[src/rtl/div_pkg.sv]
// Shared types and helpers for the multi-cycle integer divider.
package div_pkg;
    localparam int DIV_DEFAULT_WIDTH = 64;
    // Widest operand abs_val can handle; div_unit instances must not exceed it.
    localparam int DIV_MAX_WIDTH = 256;

    typedef enum logic [2:0] {
        IDLE,
        BUSY,
        FIXUP,
        SPECIAL,
        DONE
    } div_state_e;

    // Magnitude of a w-bit value held zero-extended in x; signed MIN maps to 2**(w-1).
    function automatic logic [DIV_MAX_WIDTH-1:0] abs_val(
        input logic [DIV_MAX_WIDTH-1:0] x,
        input int unsigned              w,
        input logic                     is_signed
    );
        logic [DIV_MAX_WIDTH-1:0] mask;
        mask = ~({DIV_MAX_WIDTH{1'b1}} << w);
        if (is_signed && (|((x >> (w - 1)) & DIV_MAX_WIDTH'(1))))
            return (~x + DIV_MAX_WIDTH'(1)) & mask;
        return x;
    endfunction
endpackage

[src/rtl/div_step.sv]
// One restoring radix-2 iteration: shift in the next dividend bit, subtract when the divisor fits.
module div_step
    import div_pkg::*;
#(
    parameter int WIDTH = DIV_DEFAULT_WIDTH
) (
    input  logic [WIDTH:0]   rem_i,
    input  logic [WIDTH-1:0] quo_i,
    input  logic [WIDTH-1:0] dvs_i,
    output logic [WIDTH:0]   rem_o,
    output logic [WIDTH-1:0] quo_o
);
    logic [WIDTH+1:0] trial;
    logic [WIDTH:0]   diff;
    logic             fits;

    // quo_i doubles as the dividend shift register; its MSB is the next bit to bring down.
    always_comb begin
        trial = {rem_i, quo_i[WIDTH-1]};
        fits  = trial >= {2'b00, dvs_i};
        diff  = trial[WIDTH:0] - {1'b0, dvs_i};
        rem_o = fits ? diff : trial[WIDTH:0];
        quo_o = {quo_i[WIDTH-2:0], fits};
    end
endmodule

[src/rtl/div_unit.sv]
// Multi-cycle signed/unsigned divider returning quotient and remainder with a ROB tag,
// RISC-V divide-by-zero/overflow results and flush abort.
module div_unit
    import div_pkg::*;
#(
    parameter int WIDTH = DIV_DEFAULT_WIDTH,
    parameter int TAG_W = 6
) (
    input  logic             clk,
    input  logic             reset,
    input  logic             valid_in,
    output logic             ready,
    input  logic             signed_div,
    input  logic [WIDTH-1:0] dividend,
    input  logic [WIDTH-1:0] divisor,
    input  logic [TAG_W-1:0] tag_in,
    input  logic             flush,
    output logic             valid_out,
    input  logic             yumi_in,
    output logic [WIDTH-1:0] quotient,
    output logic [WIDTH-1:0] remainder,
    output logic [TAG_W-1:0] tag_out
);
    localparam int               CNT_W   = $clog2(WIDTH);
    localparam logic [WIDTH-1:0] MIN_VAL = {1'b1, {(WIDTH-1){1'b0}}};

    div_state_e       state_q, state_d;
    logic [CNT_W-1:0] cnt_q;
    logic [WIDTH:0]   rem_q;
    logic [WIDTH-1:0] quo_q;
    logic [WIDTH-1:0] dvs_q;
    logic [WIDTH-1:0] quo_res_q;
    logic [WIDTH-1:0] rem_res_q;
    logic [TAG_W-1:0] tag_q;
    logic             neg_quo_q;
    logic             neg_rem_q;
    logic             div0_q;

    logic             is_div0;
    logic             is_ovf;
    logic             is_special;
    logic [WIDTH-1:0] dvd_mag;
    logic [WIDTH-1:0] dvs_mag;
    logic [WIDTH:0]   step_rem;
    logic [WIDTH-1:0] step_quo;

    assign is_div0    = (divisor == '0);
    assign is_ovf     = signed_div && (dividend == MIN_VAL) && (divisor == '1);
    assign is_special = is_div0 || is_ovf;
    assign dvd_mag    = WIDTH'(abs_val(DIV_MAX_WIDTH'(dividend), WIDTH, signed_div));
    assign dvs_mag    = WIDTH'(abs_val(DIV_MAX_WIDTH'(divisor), WIDTH, signed_div));

    div_step #(
        .WIDTH(WIDTH)
    ) u_step (
        .rem_i(rem_q),
        .quo_i(quo_q),
        .dvs_i(dvs_q),
        .rem_o(step_rem),
        .quo_o(step_quo)
    );

    always_ff @(posedge clk) begin
        if (reset)
            state_q <= IDLE;
        else
            state_q <= state_d;
    end

    always_comb begin
        state_d = state_q;
        if (flush) begin
            state_d = IDLE;
        end else begin
            case (state_q)
                IDLE:    if (valid_in) state_d = is_special ? SPECIAL : BUSY;
                BUSY:    if (cnt_q == '0) state_d = FIXUP;
                FIXUP:   state_d = DONE;
                SPECIAL: state_d = DONE;
                DONE:    if (yumi_in) state_d = IDLE;
                default: state_d = IDLE;
            endcase
        end
    end

    always_comb begin
        ready     = (state_q == IDLE) && !reset;
        valid_out = (state_q == DONE);
    end

    // Special operations park the raw dividend in quo_q; SPECIAL derives both results from it.
    always_ff @(posedge clk) begin
        if (reset) begin
            cnt_q     <= '0;
            rem_q     <= '0;
            quo_q     <= '0;
            dvs_q     <= '0;
            quo_res_q <= '0;
            rem_res_q <= '0;
            tag_q     <= '0;
            neg_quo_q <= 1'b0;
            neg_rem_q <= 1'b0;
            div0_q    <= 1'b0;
        end else if (!flush) begin
            case (state_q)
                IDLE: begin
                    if (valid_in) begin
                        tag_q     <= tag_in;
                        cnt_q     <= CNT_W'(WIDTH - 1);
                        rem_q     <= '0;
                        quo_q     <= is_special ? dividend : dvd_mag;
                        dvs_q     <= dvs_mag;
                        div0_q    <= is_div0;
                        neg_quo_q <= signed_div && (dividend[WIDTH-1] ^ divisor[WIDTH-1]);
                        neg_rem_q <= signed_div && dividend[WIDTH-1];
                    end
                end
                BUSY: begin
                    rem_q <= step_rem;
                    quo_q <= step_quo;
                    if (cnt_q != '0)
                        cnt_q <= cnt_q - CNT_W'(1);
                end
                FIXUP: begin
                    quo_res_q <= neg_quo_q ? -quo_q : quo_q;
                    rem_res_q <= neg_rem_q ? -rem_q[WIDTH-1:0] : rem_q[WIDTH-1:0];
                end
                SPECIAL: begin
                    quo_res_q <= div0_q ? '1 : quo_q;
                    rem_res_q <= div0_q ? quo_q : '0;
                end
                default: ;
            endcase
        end
    end

    assign quotient  = quo_res_q;
    assign remainder = rem_res_q;
    assign tag_out   = tag_q;
endmodule

[config.mk]
export PLATFORM = sky130hd
export DESIGN_NAME = div_unit
export DESIGN_NICKNAME = d
export VERILOG_FILES = /design/src/rtl/div_pkg.sv /design/src/rtl/div_step.sv /design/src/rtl/div_unit.sv
export SDC_FILE = /design/constraint.sdc
export NUM_CORES = 1
export LEC_CHECK = 0
export BUFFER_PORTS_ARGS = -buffer_cell sky130_fd_sc_hd__buf_2
export CAP_MARGIN = 20
export CORE_MARGIN = 2
export CORE_UTILIZATION = 25
export CTS_CLUSTER_DIAMETER = 50
export DETAILED_ROUTE_END_ITERATION = 10
export PLACE_DENSITY = 0.44
export SLEW_MARGIN = 25
export SYNTH_ARGS = -nofsm -noshare
export SYNTH_HDL_FRONTEND = slang
export SYNTH_SLANG_ARGS = --single-unit
[constraint.sdc]
create_clock -name clk -period 6.3 [get_ports clk]
set_input_delay 0 -clock clk [delete_from_list [all_inputs] [get_ports clk]]
set_output_delay 0 -clock clk [all_outputs]
set_load 0.005 [all_outputs]
==> impl_metrics.env, run 1 <==
export IMPL_drive_gt1_share_pct=12.93
export IMPL_synth_distinct_cells=79
export IMPL_path_clk_slew_ns=0.06
export IMPL_ys_seq_elements=339
export IMPL_critPathRequiredTime_ns=6.88
export IMPL_drt_total_wl_um=95730
export IMPL_yosys_area_share_adder_pct=3.951
export IMPL_drtIter0Drc=1917
export IMPL_final_common_cell="nand2_1"
export IMPL_tightest_slew_ns=0.9107
export IMPL_postSynthAreaPerCell_sq_um=7.315
export IMPL_combPwrFrac_pct=16.5
export IMPL_final_hold_viol_count=0
export IMPL_crit_start="dividend[50]"
export IMPL_end_kind="register"
export IMPL_powerDensity_nw_per_um2=231.5
export IMPL_final_cell_mix="nand2_1, dfxtp_1, nor2_1"
export IMPL_syn_to_final_growth_pct=29.87
export IMPL_slew_limit_headroom_pct=39.29
export IMPL_dieWidth_um=307.3
export IMPL_clockRootBuffer="clkbuf_16"
export IMPL_synthMuxAreaShare_pct=0.9143
export IMPL_ant_nets=0
export IMPL_netlist_area_sq_um=22990
export IMPL_async_flop_share_pct=0
export IMPL_h_tree_depth=2
export IMPL_grt_pass1_vias=23510
export IMPL_ys_warn_count=0
export IMPL_via_per_inst=5.193
export IMPL_critPathArrivalTime_ns=5.40
export IMPL_final_period_utilization_pct=76.46
export IMPL_synthFlopType="dfxtp_1"
export IMPL_rows=111
export IMPL_syn_nets=3355
export IMPL_antenna_found_initial=3
export IMPL_fin_nets=3719
export IMPL_die_h_um=307.3
export IMPL_cts_repair_resized=0
export IMPL_start_util_pct=25.16
export IMPL_seqPwrFrac_pct=33.4
export IMPL_holdWs_ns=0.07503
export IMPL_gp_congestion=0.8809
export IMPL_clk_latency_ns=0.67
export IMPL_p_clk_share_pct=50.1
export IMPL_status="finished, final reports clean"
export IMPL_ir_drop_uv=222.1
export IMPL_dp_slack_ns=2.317
export IMPL_fp_dieArea_sq_um=94410
export IMPL_finalCriticalPeriod_ns=4.817
export IMPL_numCtsBuffers=60
export IMPL_p_sw_mw=2.112
export IMPL_overflow=0
export IMPL_tritoncts="yes"
export IMPL_routedWlPerCell_um=20.17
export IMPL_hpwl_um=69840
export IMPL_synthSimpleGateAreaFrac_pct=24.21
export IMPL_critical_path_class="in2reg"
export IMPL_io_pin_count=276
export IMPL_swShare_pct=30.55
export IMPL_rsz0062_at_grt="false"
export IMPL_cap_violations=0
export IMPL_tns_ns=0
export IMPL_synth_edf_count=0
export IMPL_hold_path_startpoint="divisor[42]"
export IMPL_fmax_ghz=0.2076
export IMPL_p_int_mw=4.801
export IMPL_synth_compound_area_share_pct=26.31
export IMPL_clock_sinks=339
export IMPL_ys_seq_area_share_pct=29.52
export IMPL_hold_path_class="in2reg"
export IMPL_dr_pass1_iters=5
export IMPL_start_kind="input port"
export IMPL_maxSlewViolCount=0
export IMPL_leakage_nw=11.81
export IMPL_coreArea_sq_um=91390
export IMPL_io_buffers=275
export IMPL_crit_fanout=63
export IMPL_routed_via_count=24650
export IMPL_postSynthCellCount=3143
export IMPL_setup_viol=0
export IMPL_synth_xor_area_share_pct=9.295
export IMPL_reg2reg_from="rem_q[16]"
export IMPL_synth_top_family_by_area="compound AO/OA/AOI/OAI gates"
export IMPL_track_usage_pct=19.57
export IMPL_grt_pass1_wl_um=144700
export IMPL_fin_ws_ns=1.483
export IMPL_cts_buffer_depth=3
export IMPL_drc=0
export IMPL_finClkSkew_ns=0.07955
export IMPL_grt_max_degree=209
[per-stage QoR]
| stage | total power, mW | cell area [sq um] | std cells | utilization [%] |
|---|---|---|---|---|
| floorplan | 2.971 | 22990 | 3143 | - |
| global placement | 3.335 | 25240 | 4388 | 27.62 |
| detailed placement | 3.328 | 25240 | 4388 | 27.62 |
| CTS | 6.980 | 29810 | 4743 | 32.62 |
| global route | 7.214 | 29850 | 4746 | 32.67 |
| finish | 6.913 | 29860 | 4747 | 32.67 |
[area by class of cell]
type	instances	area (sq um)
diodes	3	7.507
inverters	107	401.6
well taps	1186	1484
flip-flops and latches	339	6788
repair buffers	543	4061
clock buffers	72	1607
clock inverters	41	539.3
fillers	9834	61530
multi-input cells	2456	14970
[per-layer routing]
layer	vias to the layer above	GRT usage, %	share of wire [%]
met5	-	0	0
met4	0	6.353	2.9
met3	133	2.877	5.8
met2	743	29.04	42
met1	11610	28.73	49
li1	12160	-	-
[synth_stat cells (19+ instances only)]
library cell  number  area (sq um)
nor3_1           137         685.7
or3_1             38         237.7
o31ai_1           48         360.4
dfxtp_1          339          6787
or4_1             32         240.2
a211oi_1          76         570.6
a311oi_1          20         175.2
a21o_1            32         240.2
nor2_1           290          1089
mux2i_1           21         210.2
nor4_1            47         294.0
nand3_1           94         470.5
nand4_1           47         294.0
clkbuf_1         217         814.5
and3_1            19         118.9
o21ai_1           21         105.1
inv_1            107         401.6
a221oi_1          44         385.4
xnor2_1          164          1436
xor2_1            80         700.7
a211o_1           36         315.3
o21ai_0          156         780.8
a21oi_1          278          1391
o21bai_1          23         172.7
nand2_1          400          1501
ha_1              71         888.4
a31oi_1           83         519.3
[flip-flops by register name (all words and copies together) (netlist names)]
signal / cells
state_q: 3
tag_out: 6
quo_q: 64
cnt_q: 6
neg_quo_q: 1
neg_rem_q: 1
div0_q: 1
remainder: 64
quotient: 64
dvs_q: 64
rem_q: 65
[power groups by stage]
| stage | combinational [mW] | clock [mW] | sequential, mW |
|---|---|---|---|
| after detailed placement | 0.979 | 0 | 2.35 |
| after global placement | 0.988 | 0 | 2.35 |
| after CTS | 1.13 | 3.54 | 2.30 |
| final | 1.14 | 3.46 | 2.31 |
| after global routing | 1.26 | 3.64 | 2.32 |
| after floorplan | 0.670 | 0 | 2.30 |
[cell families (layout without fill, tap and decap cells)]
kind of cell               after synthesis  count (layout)
and+or+nand+nor                       1189            1189
AOI/OAI and AO/OA                      930             930
buffers and inverters                  348             763
DFF                                    339             339
xor gates and xnor gates               244             244
adders and majority gates               72              72
muxes                                   21              21
other                                    0               3
[timing repair]
action / CTS / global route
hold buffers: 242 / 0
buffers inserted: 0 / 0
endpoints found under the hold margin: 151 / 0
[worst paths after layout]
kind	to	slack (ns)	depth (start not counted)
setup / recovery	quo_q[9]	1.48	15
hold / removal	dvs_q[42]	0.08	4
hold reg to reg	quotient[49]	0.45	2
setup reg to reg	rem_q[21]	2.25	11
[worst max-delay path, stage by stage]
cell           delay [ns]
dlygate4sd3_1        0.54
buf_2                0.16
or4_4                0.56
or4b_1               0.58
or4_1                0.70
nor3_4               0.32
a21boi_1             0.15
and3_2               0.26
buf_4                0.34
o41ai_1              0.18
xnor2_1              0.16
dlygate4sd3_1        0.57
nand2_1              0.05
dlygate4sd3_1        0.59
a31oi_1              0.17
Power figures use the tool's default switching activity.
==> run 2: changes to the inputs <==
==> constraint.sdc (replaced) <==
create_clock -name clk -period 4.5 [get_ports clk]
set_input_delay 0 -clock clk [delete_from_list [all_inputs] [get_ports clk]]
set_output_delay 0 -clock clk [all_outputs]
set_load 0.005 [all_outputs]
==> impl_metrics.env, run 2 (synthesis results as in run 1) <==
export IMPL_top_register="rem_q"
export IMPL_placed_cell_area_sq_um=25530
export IMPL_antenna_found_initial=3
export IMPL_crit_buf_inv=4
export IMPL_clk_latency_ns=0.63
export IMPL_tns_ns=0
export IMPL_worstPathCellList="dlygate4sd3_1 -> buf_2 -> or4_1 -> or4b_1 -> or3_4 -> or3_1 -> or2_4 -> o31ai_2 -> xnor2_1 -> dlygate4sd3_1 -> nand2_1 -> a31oi_1 -> dlygate4sd3_1"
export IMPL_critPathRequiredTime_ns=5.06
export IMPL_holdWs_ns=0.09413
export IMPL_fp_dieArea_sq_um=94410
export IMPL_final_hold_viol_count=0
export IMPL_final_cell_mix="nand2_1, dfxtp_1, nor2_1"
export IMPL_leakage_nw=12.04
export IMPL_slew_limit_headroom_pct=35.62
export IMPL_ir_drop_uv=231.7
export IMPL_tightest_slew_ns=0.9656
export IMPL_final_common_cell="nand2_1"
export IMPL_critical_path_class="in2reg"
export IMPL_hold_path_startpoint="divisor[42]"
export IMPL_track_usage_pct=19.46
export IMPL_start_kind="input port"
export IMPL_via_per_inst=5.177
export IMPL_cp_depth=13
export IMPL_crit_fanout=6
export IMPL_final_period_utilization_pct=97.17
export IMPL_numCtsBuffers=69
export IMPL_fin_nets=3744
export IMPL_largest_reg_flops=65
export IMPL_maxSlewViolCount=0
export IMPL_cts_buffer_depth=3
export IMPL_drt_total_wl_um=94810
export IMPL_die_h_um=307.3
export IMPL_register_area_sq_um=6788
export IMPL_reg2reg_from="rem_q[10]"
export IMPL_gp_congestion=0.8817
export IMPL_overflow=0
export IMPL_fin_area_sq_um=30160
export IMPL_grt_max_degree=109
export IMPL_timing_rr_end="remainder[62]"
export IMPL_routedWlPerCell_um=19.85
export IMPL_grt_pass1_vias=23450
export IMPL_hpwl_um=70060
export IMPL_io_pin_count=276
export IMPL_finalCriticalPeriod_ns=4.373
export IMPL_dr_pass1_iters=6
export IMPL_dieWidth_um=307.3
export IMPL_min_to="dvs_q[44]"
export IMPL_cap_violations=0
export IMPL_drtIter0Drc=1850
export IMPL_rsz0062_at_grt="false"
export IMPL_r2r_worst_path_cells=11
export IMPL_clock_sinks=339
export IMPL_tritoncts="yes"
export IMPL_worstHoldPathCells=6
export IMPL_syn_to_final_growth_pct=31.19
export IMPL_drive_gt1_share_pct=14.33
export IMPL_critPathArrivalTime_ns=4.93
export IMPL_drc=0
export IMPL_path_clk_slew_ns=0.06
export IMPL_routed_via_count=24720
export IMPL_rows=111
export IMPL_multi_input_area_sq_um=14960
export IMPL_end_kind="register"
export IMPL_p_total_mw=10.19
export IMPL_io_buffers=275
export IMPL_fin_util_pct=33.00
export IMPL_crit_family="simple AND/OR/NAND/NOR gates"
export IMPL_hold_path_class="in2reg"
export IMPL_status="finished, final reports clean"
export IMPL_fmax_ghz=0.2287
export IMPL_powerDensity_nw_per_um2=337.8
export IMPL_reg2reg_slack_ns=0.57
export IMPL_finClkSkew_ns=0.03241
export IMPL_cp_slowest_cell="or4b_1"
export IMPL_cp_common_cell="dlygate4sd3_1"
export IMPL_slowest_delay_ns=0.62
export IMPL_h_tree_depth=3
export IMPL_ant_nets=0
export IMPL_coreArea_sq_um=91390
export IMPL_start_util_pct=25.16
export IMPL_grt_pass1_wl_um=144000
export IMPL_fill_cells=9862
export IMPL_clockRootBuffer="clkbuf_16"
export IMPL_setup_viol=0
run 2: tightest hold or removal path: stages:
cell and delay, ns:
buf_2 0.13, nor4_1 0.08, nand2_1 0.10, o31ai_1 0.09, xor2_1 0.16, a211oi_1 0.09
run 2: per-layer routing:
metal | vias to the layer above | routed length (um) | global-route usage (%)
met2 | 719 | 39920 | 29.00
met4 | 2 | 2173 | 4.969
li1 | 12210 | - | -
met1 | 11670 | 47700 | 28.89
met5 | - | 13 | 0
met3 | 125 | 5003 | 3.035
run 2: what timing repair did:
action                                  in CTS  in global routing
buffers inserted                             0                  1
endpoints found under the setup margin       0                 38
resized for setup                            0                  5
endpoints found under the hold margin      175                  0
hold buffers                               218                  0
run 2: stage by stage:
| stage | instances | setup WS, ns |
|---|---|---|
| floorplan | 3143 | 1.172 |
| global placement | 4428 | 0.5445 |
| detailed placement | 4428 | 0.5493 |
| CTS | 4773 | 0.02508 |
| global route | 4775 | 0.005144 |
| finish | 4776 | 0.1275 |
run 2: cell type report:
type                       count  area share, %
multi-input combinational   2456          49.61
sequential                   339          22.50
timing repair buffer         559          13.61
clock buffer                  81          6.077
tap                         1186          4.920
clock inverter                46          1.933
inverter                     107          1.332
antenna                        2        0.01659
run 2: where the power goes:
| part | switching, mW | internal [mW] |
|---|---|---|
| sequential | 0.124 | 3.10 |
| combinational | 0.933 | 0.643 |
| clock | 2.02 | 3.36 |
| total | 3.08 | 7.11 |
run 2: worst max-delay path by stage:
| stage | from | endpoint | slack (ns) |
|---|---|---|---|
| floorplan | rem_q[16] | rem_q[52] | 1.17 |
| global placement | rem_q[10] | remainder[62] | 0.54 |
| detailed placement | dividend[12] | quo_q[24] | 0.55 |
| CTS | dividend[50] | quo_q[59] | 0.03 |
| global route | dividend[13] | quo_q[59] | 0.005 |
| finish | dividend[13] | quo_q[59] | 0.13 |
